## src/rtl/btn_debounce_ev.sv

```systemverilog
// Button conditioner: 2-FF synchronizer, counter-qualified debounce FSM, registered level and
// one-cycle press/release/long/repeat strobes. Define BTN_DEBOUNCE_AUTORPT_EN for auto-repeat.
module btn_debounce_ev #(
  parameter int unsigned DEB_CYC  = 1_000_000,
  parameter int unsigned LONG_CYC = 50_000_000,
  parameter int unsigned RPT_CYC  = 10_000_000
) (
  input  logic clk,
  input  logic rst,
  input  logic btnr,
  output logic key,
  output logic key_press,
  output logic key_rel,
  output logic key_long,
  output logic key_rpt
);

  localparam int unsigned MaxDl  = (DEB_CYC > LONG_CYC) ? DEB_CYC : LONG_CYC;
  localparam int unsigned MaxCyc = (MaxDl > RPT_CYC) ? MaxDl : RPT_CYC;
  localparam int unsigned CntW   = $clog2(MaxCyc);

  typedef logic [CntW-1:0] cnt_t;

  localparam cnt_t DebLast  = cnt_t'(DEB_CYC - 1);
  localparam cnt_t LongLast = cnt_t'(LONG_CYC - 1);
  localparam cnt_t CntOne   = cnt_t'(1);
`ifdef BTN_DEBOUNCE_AUTORPT_EN
  localparam cnt_t RptLast  = cnt_t'(RPT_CYC - 1);
`endif

  typedef enum logic [2:0] {
    StIdle,
    StPressChk,
    StHeld,
    StRepeat,
    StRelChk
  } state_e;

  logic   s1_q, btn_s_q;
  state_e state_q, state_d;
  cnt_t   deb_cnt_q, deb_cnt_d;
  cnt_t   hold_cnt_q, hold_cnt_d;
  logic   long_done_q, long_done_d;
  logic   key_q, key_d;
  logic   press_q, press_d;
  logic   rel_q, rel_d;
  logic   long_q, long_d;
`ifdef BTN_DEBOUNCE_AUTORPT_EN
  cnt_t   rpt_cnt_q, rpt_cnt_d;
  logic   rpt_q, rpt_d;
`endif

  // Raw button is asynchronous; only btn_s_q feeds decisions.
  always_ff @(posedge clk or negedge rst) begin
    if (!rst) begin
      s1_q    <= 1'b0;
      btn_s_q <= 1'b0;
    end else begin
      s1_q    <= btnr;
      btn_s_q <= s1_q;
    end
  end

  always_comb begin
    state_d     = state_q;
    deb_cnt_d   = deb_cnt_q;
    hold_cnt_d  = hold_cnt_q;
    long_done_d = long_done_q;
    key_d       = key_q;
    press_d     = 1'b0;
    rel_d       = 1'b0;
    long_d      = 1'b0;
`ifdef BTN_DEBOUNCE_AUTORPT_EN
    rpt_cnt_d   = rpt_cnt_q;
    rpt_d       = 1'b0;
`endif

    unique case (state_q)
      StIdle: begin
        key_d = 1'b0;
        if (btn_s_q) begin
          state_d   = StPressChk;
          deb_cnt_d = '0;
        end
      end

      StPressChk: begin
        if (!btn_s_q) begin
          state_d = StIdle;
        end else if (deb_cnt_q == DebLast) begin
          state_d     = StHeld;
          key_d       = 1'b1;
          press_d     = 1'b1;
          hold_cnt_d  = '0;
          long_done_d = 1'b0;
        end else begin
          deb_cnt_d = deb_cnt_q + CntOne;
        end
      end

      StHeld: begin
        if (!btn_s_q) begin
          state_d   = StRelChk;
          deb_cnt_d = '0;
        end else if (hold_cnt_q == LongLast) begin
`ifdef BTN_DEBOUNCE_AUTORPT_EN
          long_d      = 1'b1;
          long_done_d = 1'b1;
          rpt_cnt_d   = '0;
          state_d     = StRepeat;
`else
          // hold_cnt stays saturated; long_done keeps key_long from re-firing.
          if (!long_done_q) begin
            long_d      = 1'b1;
            long_done_d = 1'b1;
          end
`endif
        end else begin
          hold_cnt_d = hold_cnt_q + CntOne;
        end
      end

`ifdef BTN_DEBOUNCE_AUTORPT_EN
      StRepeat: begin
        if (!btn_s_q) begin
          state_d   = StRelChk;
          deb_cnt_d = '0;
        end else if (rpt_cnt_q == RptLast) begin
          rpt_d     = 1'b1;
          rpt_cnt_d = '0;
        end else begin
          rpt_cnt_d = rpt_cnt_q + CntOne;
        end
      end
`endif

      StRelChk: begin
        // A bounce resumes the hold phase with its counters untouched.
        if (btn_s_q) begin
`ifdef BTN_DEBOUNCE_AUTORPT_EN
          state_d = long_done_q ? StRepeat : StHeld;
`else
          state_d = StHeld;
`endif
        end else if (deb_cnt_q == DebLast) begin
          state_d = StIdle;
          key_d   = 1'b0;
          rel_d   = 1'b1;
        end else begin
          deb_cnt_d = deb_cnt_q + CntOne;
        end
      end

      default: begin
        state_d = StIdle;
        key_d   = 1'b0;
      end
    endcase
  end

  always_ff @(posedge clk or negedge rst) begin
    if (!rst) begin
      state_q     <= StIdle;
      deb_cnt_q   <= '0;
      hold_cnt_q  <= '0;
      long_done_q <= 1'b0;
      key_q       <= 1'b0;
      press_q     <= 1'b0;
      rel_q       <= 1'b0;
      long_q      <= 1'b0;
    end else begin
      state_q     <= state_d;
      deb_cnt_q   <= deb_cnt_d;
      hold_cnt_q  <= hold_cnt_d;
      long_done_q <= long_done_d;
      key_q       <= key_d;
      press_q     <= press_d;
      rel_q       <= rel_d;
      long_q      <= long_d;
    end
  end

`ifdef BTN_DEBOUNCE_AUTORPT_EN
  always_ff @(posedge clk or negedge rst) begin
    if (!rst) begin
      rpt_cnt_q <= '0;
      rpt_q     <= 1'b0;
    end else begin
      rpt_cnt_q <= rpt_cnt_d;
      rpt_q     <= rpt_d;
    end
  end

  assign key_rpt = rpt_q;
`else
  assign key_rpt = 1'b0;
`endif

  assign key       = key_q;
  assign key_press = press_q;
  assign key_rel   = rel_q;
  assign key_long  = long_q;

  a_strobe_onehot: assert property (@(posedge clk) disable iff (!rst)
    $onehot0({key_press, key_rel, key_long, key_rpt}));

endmodule

```

## config.mk

```make
export PLATFORM = sky130hd
export DESIGN_NAME = btn_debounce_ev
export DESIGN_NICKNAME = d
export VERILOG_FILES = /design/src/rtl/btn_debounce_ev.sv
export SDC_FILE = /design/constraint.sdc
export NUM_CORES = 1
export LEC_CHECK = 0
export CAP_MARGIN = 20
export CORE_MARGIN = 5
export CORE_UTILIZATION = 62
export DETAILED_ROUTE_END_ITERATION = 16
export PLACE_DENSITY = 0.84
export RECOVER_POWER = 25
export SYNTH_ARGS = -nofsm -noshare
export SYNTH_HDL_FRONTEND = slang
export SYNTH_SLANG_ARGS = --single-unit
```

## constraint.sdc

```tcl
create_clock -name clk -period 2.4 [get_ports clk]
set_input_delay 0.6 -clock clk [delete_from_list [all_inputs] [get_ports clk]]
set_output_delay 0.6 -clock clk [all_outputs]
set_load 0.02 [all_outputs]
```

# [Word level (Yosys, flattened, before mapping)]
# Index checks and enable logic that the tools add are counted.
[totals] output_inout_bits=5 inputBits=3 word_cells=73 regBits=62
[classes] n_bitwise=1 n_eq_ne=16 addsub=2 mux=36 n_reduce_logical=8
[op_table] operator="2-to-1 mux 26 bit" n=9
[op_table] operator="one-hot mux 26 bit (4 select lines)" n=1
[op_table] operator="adder 26 x 1 -> 26 bit, second input constant" n=2
[op_table] operator="one-hot mux 26 bit (2 select lines)" n=1
[op_table] operator="== test 26 x 20 -> 1 bit, second input constant" n=1
[op_table] operator="== test 26 bit, second input constant" n=1
[op_table] operator="AND reduction 5 bit" n=4
[op_table] operator="2-to-1 mux 3 bit" n=6
[op_table] operator="!= test 2 bit, second input constant" n=9
[op_table] operator="2-to-1 mux 1 bit" n=16
[op_table] operator="one-hot mux 3 bit (4 select lines)" n=1
[op_table] operator="!= test 3 bit, second input constant" n=2
[op_table] operator="AND reduction 4 bit" n=1
[op_table] operator="nonzero test 4 bit" n=1
[op_table] operator="== test 3 x 1 -> 1 bit, second input constant" n=1
[op_table] operator="== test 3 x 2 -> 1 bit, second input constant" n=1
[op_table] operator="== test 3 bit, second input constant" n=1
[op_table] operator="zero test 3 bit" n=1
[op_table] operator="one-hot mux 1 bit (3 select lines)" n=1
[op_table] operator="one-hot mux 1 bit (2 select lines)" n=1
[op_table] operator="nonzero test 2 bit" n=1
[op_table] operator="NOT 1 bit" n=1

# [Depth between registers and ports, before layout]
# Gate-level depths: netlist of run 1.
[logic_depth] word_depth=4 depth_mapped=8 ltp_nobuf=6

# [Worst setup path after synthesis of run 1]
# Ideal clock, no wire load.
[synth_timing] path_kind="reg2reg" start="register deb_cnt_q[0]" end="register hold_cnt_q[12]" n_path_buf=1 setup_ns=0.126 arrival_time_ns=2.055 path_stages_with_launch=8 synth_period_minus_slack_ns=2.181 required_time_ns=2.274 path_slack_ns=0.219 path_cell_list="dfrtp_1 -> ha_1 -> and3_1 -> nand4_1 -> or4_4 -> a21boi_2 -> buf_6 -> a221o_1"
[synth_via] elab_chain_len=3
[synth_lines] element="start, declared" line="41" source="cnt_t deb_cnt_q, deb_cnt_d;"
[synth_lines] element="start signal, assigned" line="173" source="deb_cnt_q <= deb_cnt_d;"
[synth_lines] element="== test 26 x 20 -> 1 bit" line="90" source="end else if (deb_cnt_q == DebLast) begin"
[synth_lines] element="!= test 2 bit (no source line)"
[synth_lines] element="AND reduction 5 bit (no source line)"
[synth_lines] element="end signal, assigned" line="174" source="hold_cnt_q <= hold_cnt_d;"
[synth_lines] element="end, declared" line="42" source="cnt_t hold_cnt_q, hold_cnt_d;"
# No other way between the ends.
# A chain may end at the register's enable or synchronous reset.

# [Worst setup path after layout of run 1]
[layout_timing] start="register deb_cnt_q[0]" end="register hold_cnt_q[10]"
# Same word-level chain as after synthesis.

==> key figures, run 1 <==
Placed design
  • Port Buffers: 6
  • Post-DP HPWL: 6.24 mm
  • Final GP Congestion: 0.979

Timing
  • Worst Max-Slew Pin Slew: 1.21 ns
  • Slew HR: 19.4%
  • Unrepaired setup endpoints after global routing: no
  • Hold Vio Cnt, Final: 0
  • Worst Clk Skew: 0.00911 ns
  • Fin crit share: 94.8%
  • Fmax achieved: 0.440 GHz
  • Final setup fails: 0
  • Tmin final: 2.27 ns
  • Final Slew Violations: 0

Power
  • Net Sw Frac: 22.9%
  • Internal power: 1.71 mW
  • PwrDens: 529 mW/mm2
  • Switch Pwr: 0.509 mW
  • P_leak: 1.78 nW
  • Final Total Pwr: 2.22 mW
  • Logic gate share of total power: 4.7%
  • Reg power frac: 49.1%
  • VDD IR max: 507 uV
  • Clock power share: 46.1%

Finish
  • Utilization after layout: 71.7%
  • FILL cells: 401
  • Multi-input gate area: 0.00196 mm2
  • Most frequent cells in the layout: dfrtp_1, nand2_1, buf_4, nand3_1
  • Layout cells sized above 1: 16.1%
  • Nets: 436
  • FF+latch area: 0.00155 mm2
  • Commonest non-fill, non-tap cell in the layout: dfrtp_1
  • Area Growth Syn to Fin: 14.4%
  • # diodes: 0

GRT
  • Initial antenna violation count: 0
  • Largest net degree at the start of global routing: 25
  • Vias in the first global route: 3270
  • Tot GR Track Use: 26.2%
  • First-pass GRT wire length: 15.8 mm
  • Grt ovf: 0

Routing
  • Detailed Route WL: 9.07 mm
  • WL/cell: 17.7 um
  • Met3 Wirelength: 653 um
  • Vias: 3495
  • Pre-Repair DR Iteration Count: 5
  • Post-Route M1 WL: 4.04 mm
  • Top layer in use: met4
  • Antenna viol nets, final: 0
  • DR vias/cell: 6.84
  • Residual DRC: 0
  • DR WL met2: 4.17 mm
  • Starting DRT DRC Count: 330

Worst setup path
  • Crit-path max FO: 17
  • Setup crit end kind: flip-flop
  • Crit path DAT: 2.49 ns
  • CP startpoint kind: flip-flop
  • Reg2Reg Depth: 6
  • Crit Path Class: flip-flop to flip-flop
  • Required @ worst endpoint: 2.62 ns

Synth
  • Seq cells post-synth: 62
  • Mapped Area: 0.00367 mm2
  • Unique cell type count in the Yosys netlist: 64
  • Post-synth EDFFs: 0
  • Warnings, synthesis: 0
  • Syn Area/Cell: 9.15 um2
  • Register area share after synthesis: 42.3%
  • Synth async-reset ratio: 100%
  • Post-synthesis net count: 406
  • Gate Count Post-Synth: 401
  • Top FF cell, synth: dfrtp_1

Die
  • Total core area: 0.00585 mm2
  • Row Count: 28
  • I/O pin total: 8
  • Die height: 86.9 um
  • Die area: 0.00756 mm2
  • Die Wd: 86.9 um
  • Initial Utilization: 62.7%

Status
  • Status: finished clean

Clock tree
  • Total number of H-tree levels: 3
  • Clk buf depth: 2
  • Number of CTS-inserted buffers: 9
  • TritonCTS clock tree: done
  • CTS sink count: 62
  • Root buffer cell: clkbuf_8
  • Clock-pin slew on the worst setup and hold paths: 0.07 ns
  • Clock Latency Late Sink: 0.34 ns
  • Hold-fix buffers, CTS: 0

Job
  • Max cap viols: 0

Hold path
  • HP Class: flip-flop to flip-flop
  • Min-Delay Path Depth: 0
cell type report:
cell class	instances	area share, %
Tap cell	75	2.24
Clock inverter	6	2.03
Multi-Input combinational cell	303	46.8
Clock buffer	10	3.28
Inverter	14	1.25
Sequential cell	62	37.0
Timing Repair Buffer	41	7.48
layer usage:
layer  GRT usage (%)  up-vias
met5               0        -
met4            10.6        0
met3            4.16       27
met2            39.5      187
met1            37.8     1673
li1                -     1608
cells by family (layout without fill, tap and decap cells):
group                      after synthesis  in the layout  synth area share [%]
AOI/OAI and AO/OA                      113            113                  21.6
buffers and inverters                   36             71                  4.53
adders and majority gates                2              2                 0.682
and+or+nand+nor                        180            180                  29.0
xor gates and xnor gates                 5              5                  1.19
DFF                                     62             62                  42.3
other                                    1              1                 0.102
muxes                                    2              2                 0.580
what timing repair did:
| item | in CTS | in global routing |
|---|---|---|
| setup endpoints to repair | 11 | 3 |
| buffers inserted | 0 | 0 |
| gates resized for setup | 1 | 1 |
flip-flops by register name, summed over array words and instances (netlist names):
register / flops
hold_cnt_q: 26
btn_s_q: 1
long_done_q: 1
key_long: 1
key_rel: 1
state_q: 3
deb_cnt_q: 26
s1_q: 1
key: 1
key_press: 1
critical path, cell delays in order, from the launching register on:
cell and delay (ns):
dfrtp_1 0.41, ha_2 0.24, and3_1 0.24, nand4_1 0.12, or4_4 0.52, a21boi_4 0.22, a221o_1 0.41
path summary, 6_finish.rpt:
kind / start / end / slack (ns)
min in group asynchronous: rst / hold_cnt_q[0] / 0.49
max reg2reg: deb_cnt_q[0] / hold_cnt_q[10] / 0.13
min reg2reg: s1_q / btn_s_q / 0.37
max: deb_cnt_q[0] / hold_cnt_q[10] / 0.13
max in group asynchronous: rst / hold_cnt_q[7] / 0.84
min: s1_q / btn_s_q / 0.37
metrics by stage:
step	TNS [ns]	worst slack, ns	instance area [um2]	cells	hold slack [ns]
2_1_floorplan	0	0.219	3670	401	0.304
3_3_place_gp	0	0.0617	3970	495	0.334
3_5_place_dp	-0.447	-0.0754	3970	495	0.358
4_1_cts	0	0.102	4200	511	0.237
5_1_grt	0	0.00111	4200	511	0.382
6_report	0	0.125	4200	511	0.369
synth_stat cells (9+ instances only):
cell type | number | area [um2]
dfrtp_1 | 62 | 1550
nand2_1 | 36 | 135
nand3_1 | 24 | 120
a31oi_1 | 23 | 144
o21ai_0 | 23 | 115
nand4_1 | 20 | 125
nor2_1 | 16 | 60.1
and3_1 | 15 | 93.8
nor3_1 | 14 | 70.1
clkbuf_1 | 13 | 48.8
inv_1 | 13 | 48.8
a221o_1 | 9 | 90.1
power by group through the flow:
stage          sequential [mW]  combinational (mW)  clock (mW)
3_3_place_gp              1.11               0.101           0
5_1_grt                   1.09               0.118        1.09
6_report                  1.09               0.105        1.02
4_1_cts                   1.09               0.106        1.03
3_5_place_dp              1.11               0.105           0
2_1_floorplan             1.10              0.0573           0
No activity file was read; power rests on OpenSTA's default activity.
==> run 2, diff against run 1 <==
--- a/config.mk
+++ b/config.mk
@@ -9,8 +9,10 @@
 export CORE_MARGIN = 5
 export CORE_UTILIZATION = 62
 export DETAILED_ROUTE_END_ITERATION = 16
+export HOLD_SLACK_MARGIN = 0.12
 export PLACE_DENSITY = 0.84
 export RECOVER_POWER = 25
+export SLEW_MARGIN = 5
 export SYNTH_ARGS = -nofsm -noshare
 export SYNTH_HDL_FRONTEND = slang
 export SYNTH_SLANG_ARGS = --single-unit
==> constraint.sdc (replaced) <==
create_clock -name clk -period 2.4 [get_ports clk]
set_input_delay 0.36 -clock clk [delete_from_list [all_inputs] [get_ports clk]]
set_output_delay 0.36 -clock clk [all_outputs]
set_load 0.02 [all_outputs]
==> key figures, run 2 (synthesis results as in run 1) <==
Worst setup path
  • Reg-to-reg startpoint: deb_cnt_q[12]
  • Crit path DAT: 2.55 ns (+0.06 ns)
  • Flop2flop setup slack: 0.08 ns (-0.05 ns)
  • Reg2Reg Depth: 6 (unchanged)
  • Required @ worst endpoint: 2.63 ns (about the same)
  • CP startpoint kind: flip-flop
  • Critical R2R Capture: hold_cnt_q[10]
  • Crit path from: deb_cnt_q[12]
  • Crit Path Class: flip-flop to flip-flop
  • Crit-path max FO: 17 (unchanged)
  • Crit path capture: hold_cnt_q[10]
  • Setup crit end kind: flip-flop

Timing
  • Worst Clk Skew: 0.0107 ns (+0.00162 ns)
  • Fin crit share: 96.7% (+1.9 points)
  • Setup ws final: 0.0797 ns (-0.0458 ns)
  • Worst Max-Slew Pin Slew: 1.35 ns (+0.144 ns)
  • Fmax achieved: 0.431 GHz (-2.0%)
  • Setup_tns: 0 ns (unchanged)
  • Tmin final: 2.32 ns (+0.0458 ns)
  • Final Slew Violations: 0 (unchanged)
  • Slew HR: 9.77% (-9.6 points)
  • Final setup fails: 0 (unchanged)
  • Hold Vio Cnt, Final: 0 (unchanged)
  • Unrepaired setup endpoints after global routing: no
  • Hold slack: 0.353 ns (-0.0157 ns)

GRT
  • Initial antenna violation count: 0 (unchanged)
  • Grt ovf: 0 (unchanged)
  • First-pass GRT wire length: 15.3 mm (-3.1%)
  • Tot GR Track Use: 25.7% (-0.57 points)
  • Vias in the first global route: 3176 (-2.9%)
  • Largest net degree at the start of global routing: 40 (+60%)

Finish
  • # diodes: 0 (unchanged)
  • Final instance area: 0.00415 mm2 (-1.0%)
  • Layout cells sized above 1: 14.8% (-1.3 points)
  • Area Growth Syn to Fin: 13.2%
  • Most frequent cells in the layout: dfrtp_1, nand2_1, buf_4, nand3_1
  • Top flop regs: deb_cnt_q: 26 flops, hold_cnt_q: 26 flops, state_q: 3 flops
  • Commonest non-fill, non-tap cell in the layout: dfrtp_1
  • Nets: 434 (-0.46%)

Power
  • VDD IR max: 452 uV (-11%)
  • PwrDens: 485 mW/mm2 (-8.4%)
  • P_leak: 1.75 nW (-1.5%)
  • Final Total Pwr: 2.01 mW (-9.3%)

Die
  • Initial Utilization: 62.7% (unchanged)
  • Die Wd: 86.9 um (unchanged)
  • Die area: 0.00756 mm2 (unchanged)
  • I/O pin total: 8 (unchanged)
  • Die height: 86.9 um (unchanged)
  • Total core area: 0.00585 mm2 (unchanged)
  • Row Count: 28 (unchanged)

Routing
  • Residual DRC: 0 (unchanged)
  • Pre-Repair DR Iteration Count: 5 (unchanged)
  • Antenna viol nets, final: 0 (unchanged)
  • DR vias/cell: 6.68 (-2.3%)
  • Vias: 3395 (-2.9%)
  • Detailed Route WL: 8.80 mm (-3.0%)
  • WL/cell: 17.3 um (-2.4%)
  • Starting DRT DRC Count: 346 (+4.8%)

Placed design
  • Placement Setup Slack: 0.0967 ns (+0.172 ns)
  • Final GP Congestion: 0.904 (-7.7%)
  • Placed cell area: 0.00397 mm2 (about the same)
  • Port Buffers: 6 (unchanged)
  • Post-DP HPWL: 6.11 mm (-2.0%)

Hold path
  • HP Class: flip-flop to flip-flop

Job
  • Max cap viols: 0 (unchanged)

Clock tree
  • TritonCTS clock tree: done
  • Total number of H-tree levels: 3 (unchanged)
  • Number of CTS-inserted buffers: 9 (unchanged)
  • Clk buf depth: 2 (unchanged)
  • Clock Latency Late Sink: 0.35 ns (about the same)
  • Post-CTS Setup Bufs: 0 (unchanged)
  • CTS sink count: 62 (unchanged)
  • Root buffer cell: clkbuf_8
  • Clock-pin slew on the worst setup and hold paths: 0.07 ns (about the same)

Status
  • Status: finished clean
-- run 2: cell types whose count changed in the layout (fill, tap and decap cells not counted), moves of 2 or more --
cell,before,now
bufinv_16,2,0
clkbuf_1,1,4
clkinvlp_4,2,0
buf_12,0,2
buf_4,34,30
-- run 2: report_power, final --
part	internal (mW)	leakage [nW]	switching, mW
logic	0.0420	0.806	0.0662
registers	1.06	0.857	0.0278
clock network	0.425	0.0865	0.387
total	1.53	1.75	0.481
-- run 2: worst min-delay path by stage --
stage,endpoint,from,slack [ns],depth (start not counted)
after floorplan,btn_s_q,rst,0.06,0
after global placement,btn_s_q,s1_q,0.33,0
after detailed placement,btn_s_q,s1_q,0.34,0
after CTS,btn_s_q,s1_q,0.36,0
after global routing,btn_s_q,s1_q,0.37,0
final,btn_s_q,s1_q,0.35,0
-- run 2: layout make-up --
cell class                      instances  area [um2]
Multi-Input combinational cell        303        1960
Fill cell                             439        1700
Sequential cell                        62        1550
Timing Repair Buffer                   39         329
Clock buffer                           14         163
Tap cell                               75        93.8
Inverter                               14        52.6
Clock inverter                          1        5.00
-- run 2: stage by stage --
step	util (%)	cells
floorplan	-	401
global placement	67.9	492
detailed placement	67.9	492
CTS	70.9	508
global route	71.0	508
finish	71.0	508
-- run 2: what timing repair did --
action	4_1_cts	5_1_grt
hold endpoints to repair	23	0
endpoints found under the setup margin	0	20
gates resized for setup	0	4
hold buffers	1	0
-- run 2: metal layers --
layer,global-route usage (%),share of wire (%),vias to the layer above
met3,5.30,6.0,14
met4,9.35,1.4,0
met2,36.8,45,136
met5,0,0,-
met1,38.4,48,1629
li1,-,-,1616
-- run 2: worst max-delay path, stage by stage (launching register included) --
cell and delay [ns]:
dfrtp_1 0.41, nor4_1 0.38, nand4_1 0.17, or4_4 0.52, a21boi_2 0.19, buf_12 0.18
a221o_1 0.35
==> run 3, diff against run 2 <==
--- a/config.mk
+++ b/config.mk
@@ -10,6 +10,7 @@
 export CORE_UTILIZATION = 62
 export DETAILED_ROUTE_END_ITERATION = 16
 export HOLD_SLACK_MARGIN = 0.12
+export MAX_ROUTING_LAYER = met4
 export PLACE_DENSITY = 0.84
 export RECOVER_POWER = 25
 export SLEW_MARGIN = 5
==> key figures, run 3 (synthesis results as in run 1) <==
Finish
  • FILL cells: 408 (-7.1%)
  • Top flop regs: deb_cnt_q: 26 flops, hold_cnt_q: 26 flops, state_q: 3 flops
  • Most frequent cells in the layout: dfrtp_1, nand2_1, buf_4, nand3_1
  • # diodes: 0 (unchanged)
  • Number of non-filler instances in the completed layout: 506 (-0.39%)
  • Layout cells sized above 1: 14.4% (-0.40 points)
  • Commonest non-fill, non-tap cell in the layout: dfrtp_1
  • Area Growth Syn to Fin: 13.5%
  • Nets: 431 (-0.69%)

Worst setup path
  • CP max stage cell: or4_4
  • Worst-path cell chain: nor4b_2 > nand3_1 > or4_4 > a21boi_4 > a221o_1
  • Cell family with most CP delay: simple AND/OR/NAND/NOR gates
  • Crit-path max FO: 17 (unchanged)
  • Buffers & Inverters on Critical Path: 0 (-1)
  • Crit Path Class: flip-flop to flip-flop
  • Crit path DAT: 2.47 ns (-0.08 ns)
  • Setup crit end kind: flip-flop
  • CP startpoint kind: flip-flop
  • CP peak stage delay: 0.55 ns (+0.03 ns)
  • Required @ worst endpoint: 2.61 ns (-0.02 ns)

Placed design
  • Port Buffers: 6 (unchanged)
  • Final GP Congestion: 1.05 (+16%)
  • Post-DP HPWL: 5.95 mm (-2.7%)
  • Placed cell count: 489 (-0.61%)

Power
  • P_leak: 1.76 nW (+0.76%)
  • Final Total Pwr: 2.20 mW (+9.5%)
  • VDD IR max: 363 uV (-20%)
  • PwrDens: 529 mW/mm2 (+9.1%)

Die
  • Total core area: 0.00585 mm2 (unchanged)
  • Initial Utilization: 62.7% (unchanged)
  • Die area: 0.00756 mm2 (unchanged)
  • I/O pin total: 8 (unchanged)
  • Die Wd: 86.9 um (unchanged)
  • Die height: 86.9 um (unchanged)
  • Row Count: 28 (unchanged)

Routing
  • DR WL met2: 3.87 mm (-1.3%)
  • Residual DRC: 0 (unchanged)
  • Detailed Route WL: 8.68 mm (-1.3%)
  • Post-Route M1 WL: 3.97 mm (-6.1%)
  • DR vias/cell: 6.75 (+1.1%)
  • Antenna viol nets, final: 0 (unchanged)
  • Top layer in use: met4
  • Met3 Wirelength: 635 um (+21%)
  • Starting DRT DRC Count: 372 (+7.5%)
  • Pre-Repair DR Iteration Count: 5 (unchanged)
  • WL/cell: 17.2 um (-0.91%)
  • Vias: 3418 (+0.68%)

Hold path
  • HP Class: flip-flop to flip-flop

GRT
  • First-pass GRT wire length: 15.3 mm (-0.18%)
  • Vias in the first global route: 3187 (+0.35%)
  • Grt ovf: 0 (unchanged)
  • Largest net degree at the start of global routing: 40 (unchanged)
  • Initial antenna violation count: 0 (unchanged)
  • Tot GR Track Use: 26.1% (+0.45 points)

Clock tree
  • Clk buf depth: 2 (unchanged)
  • TritonCTS clock tree: done
  • Clock Latency Late Sink: 0.34 ns (about the same)
  • Post-CTS Setup Bufs: 0 (unchanged)
  • CTS sink count: 62 (unchanged)
  • Root buffer cell: clkbuf_8
  • Number of CTS-inserted buffers: 9 (unchanged)
  • Total number of H-tree levels: 3 (unchanged)
  • Clock-pin slew on the worst setup and hold paths: 0.07 ns (about the same)

Job
  • Max cap viols: 0 (unchanged)

Timing
  • Setup_tns: 0 ns (unchanged)
  • Tmin final: 2.26 ns (-0.0601 ns)
  • Fmax achieved: 0.442 GHz (+2.7%)
  • Final setup fails: 0 (unchanged)
  • Slew HR: 12.5% (+2.7 points)
  • Fin crit share: 94.2% (-2.5 points)
  • Hold Vio Cnt, Final: 0 (unchanged)
  • Worst Clk Skew: 0.0125 ns (+0.00176 ns)
  • Worst Max-Slew Pin Slew: 1.31 ns (-0.0406 ns)
  • Final Slew Violations: 0 (unchanged)
  • Unrepaired setup endpoints after global routing: no

Status
  • Status: finished clean
-- run 3: area by class of cell --
cell class	count	area [um2]	share of cell area [%]
multi-input combinational	303	1960	47.0
clock buffer	12	145	3.48
sequential	62	1550	37.2
timing repair buffer	36	294	7.06
inverter	14	52.6	1.26
clock inverter	4	70.1	1.68
tap	75	93.8	2.25
-- run 3: what timing repair did --
item / CTS / global route
resized for setup: 0 / 2
endpoints found under the setup margin: 0 / 18
hold endpoints to repair: 23 / 0
hold buffers: 1 / 0
-- run 3: worst reg2reg max path: stages (launching register included) --
cell and delay [ns]:
dfrtp_1 0.43, nor4b_2 0.41, nand3_1 0.13, or4_4 0.55, a21boi_4 0.22, a221o_1 0.40
-- run 3: stage by stage --
step	setup slack [ns]	utilization, %	hold WS (ns)	area [um2]
after floorplan	0.219	-	0.0644	3670
after CTS	0.0102	71.1	0.351	4160
after global placement	0.0852	67.3	0.334	3940
after global routing	0.0353	71.2	0.372	4170
final	0.140	71.2	0.348	4170
after detailed placement	0.0383	67.3	0.336	3940
-- run 3: routing by layer --
layer / vias to the layer above / GRT usage [%]
li1: 1603 / -
met1: 1634 / 38.5
met2: 156 / 35.5
met3: 25 / 4.26
met4: 0 / 11.0
met5: - / -
-- run 3: report_power, final --
group	switching (mW)	internal [mW]	leakage, nW	total (mW)
logic	0.0649	0.0397	0.795	0.105
clock network	0.398	0.611	0.110	1.01
registers	0.0272	1.06	0.857	1.09
-- run 3: final timing paths --
| check | start | endpoint | slack, ns | cells after the start |
|---|---|---|---|---|
| worst min-delay path | s1_q | btn_s_q | 0.35 | 0 |
| min in group asynchronous | rst | hold_cnt_q[2] | 0.84 | 2 |
| worst min register to register | s1_q | btn_s_q | 0.35 | 0 |
| worst max register to register | deb_cnt_q[23] | hold_cnt_q[15] | 0.14 | 5 |
| max in group asynchronous | rst | hold_cnt_q[23] | 0.73 | 3 |
| worst max-delay path | deb_cnt_q[23] | hold_cnt_q[15] | 0.14 | 5 |
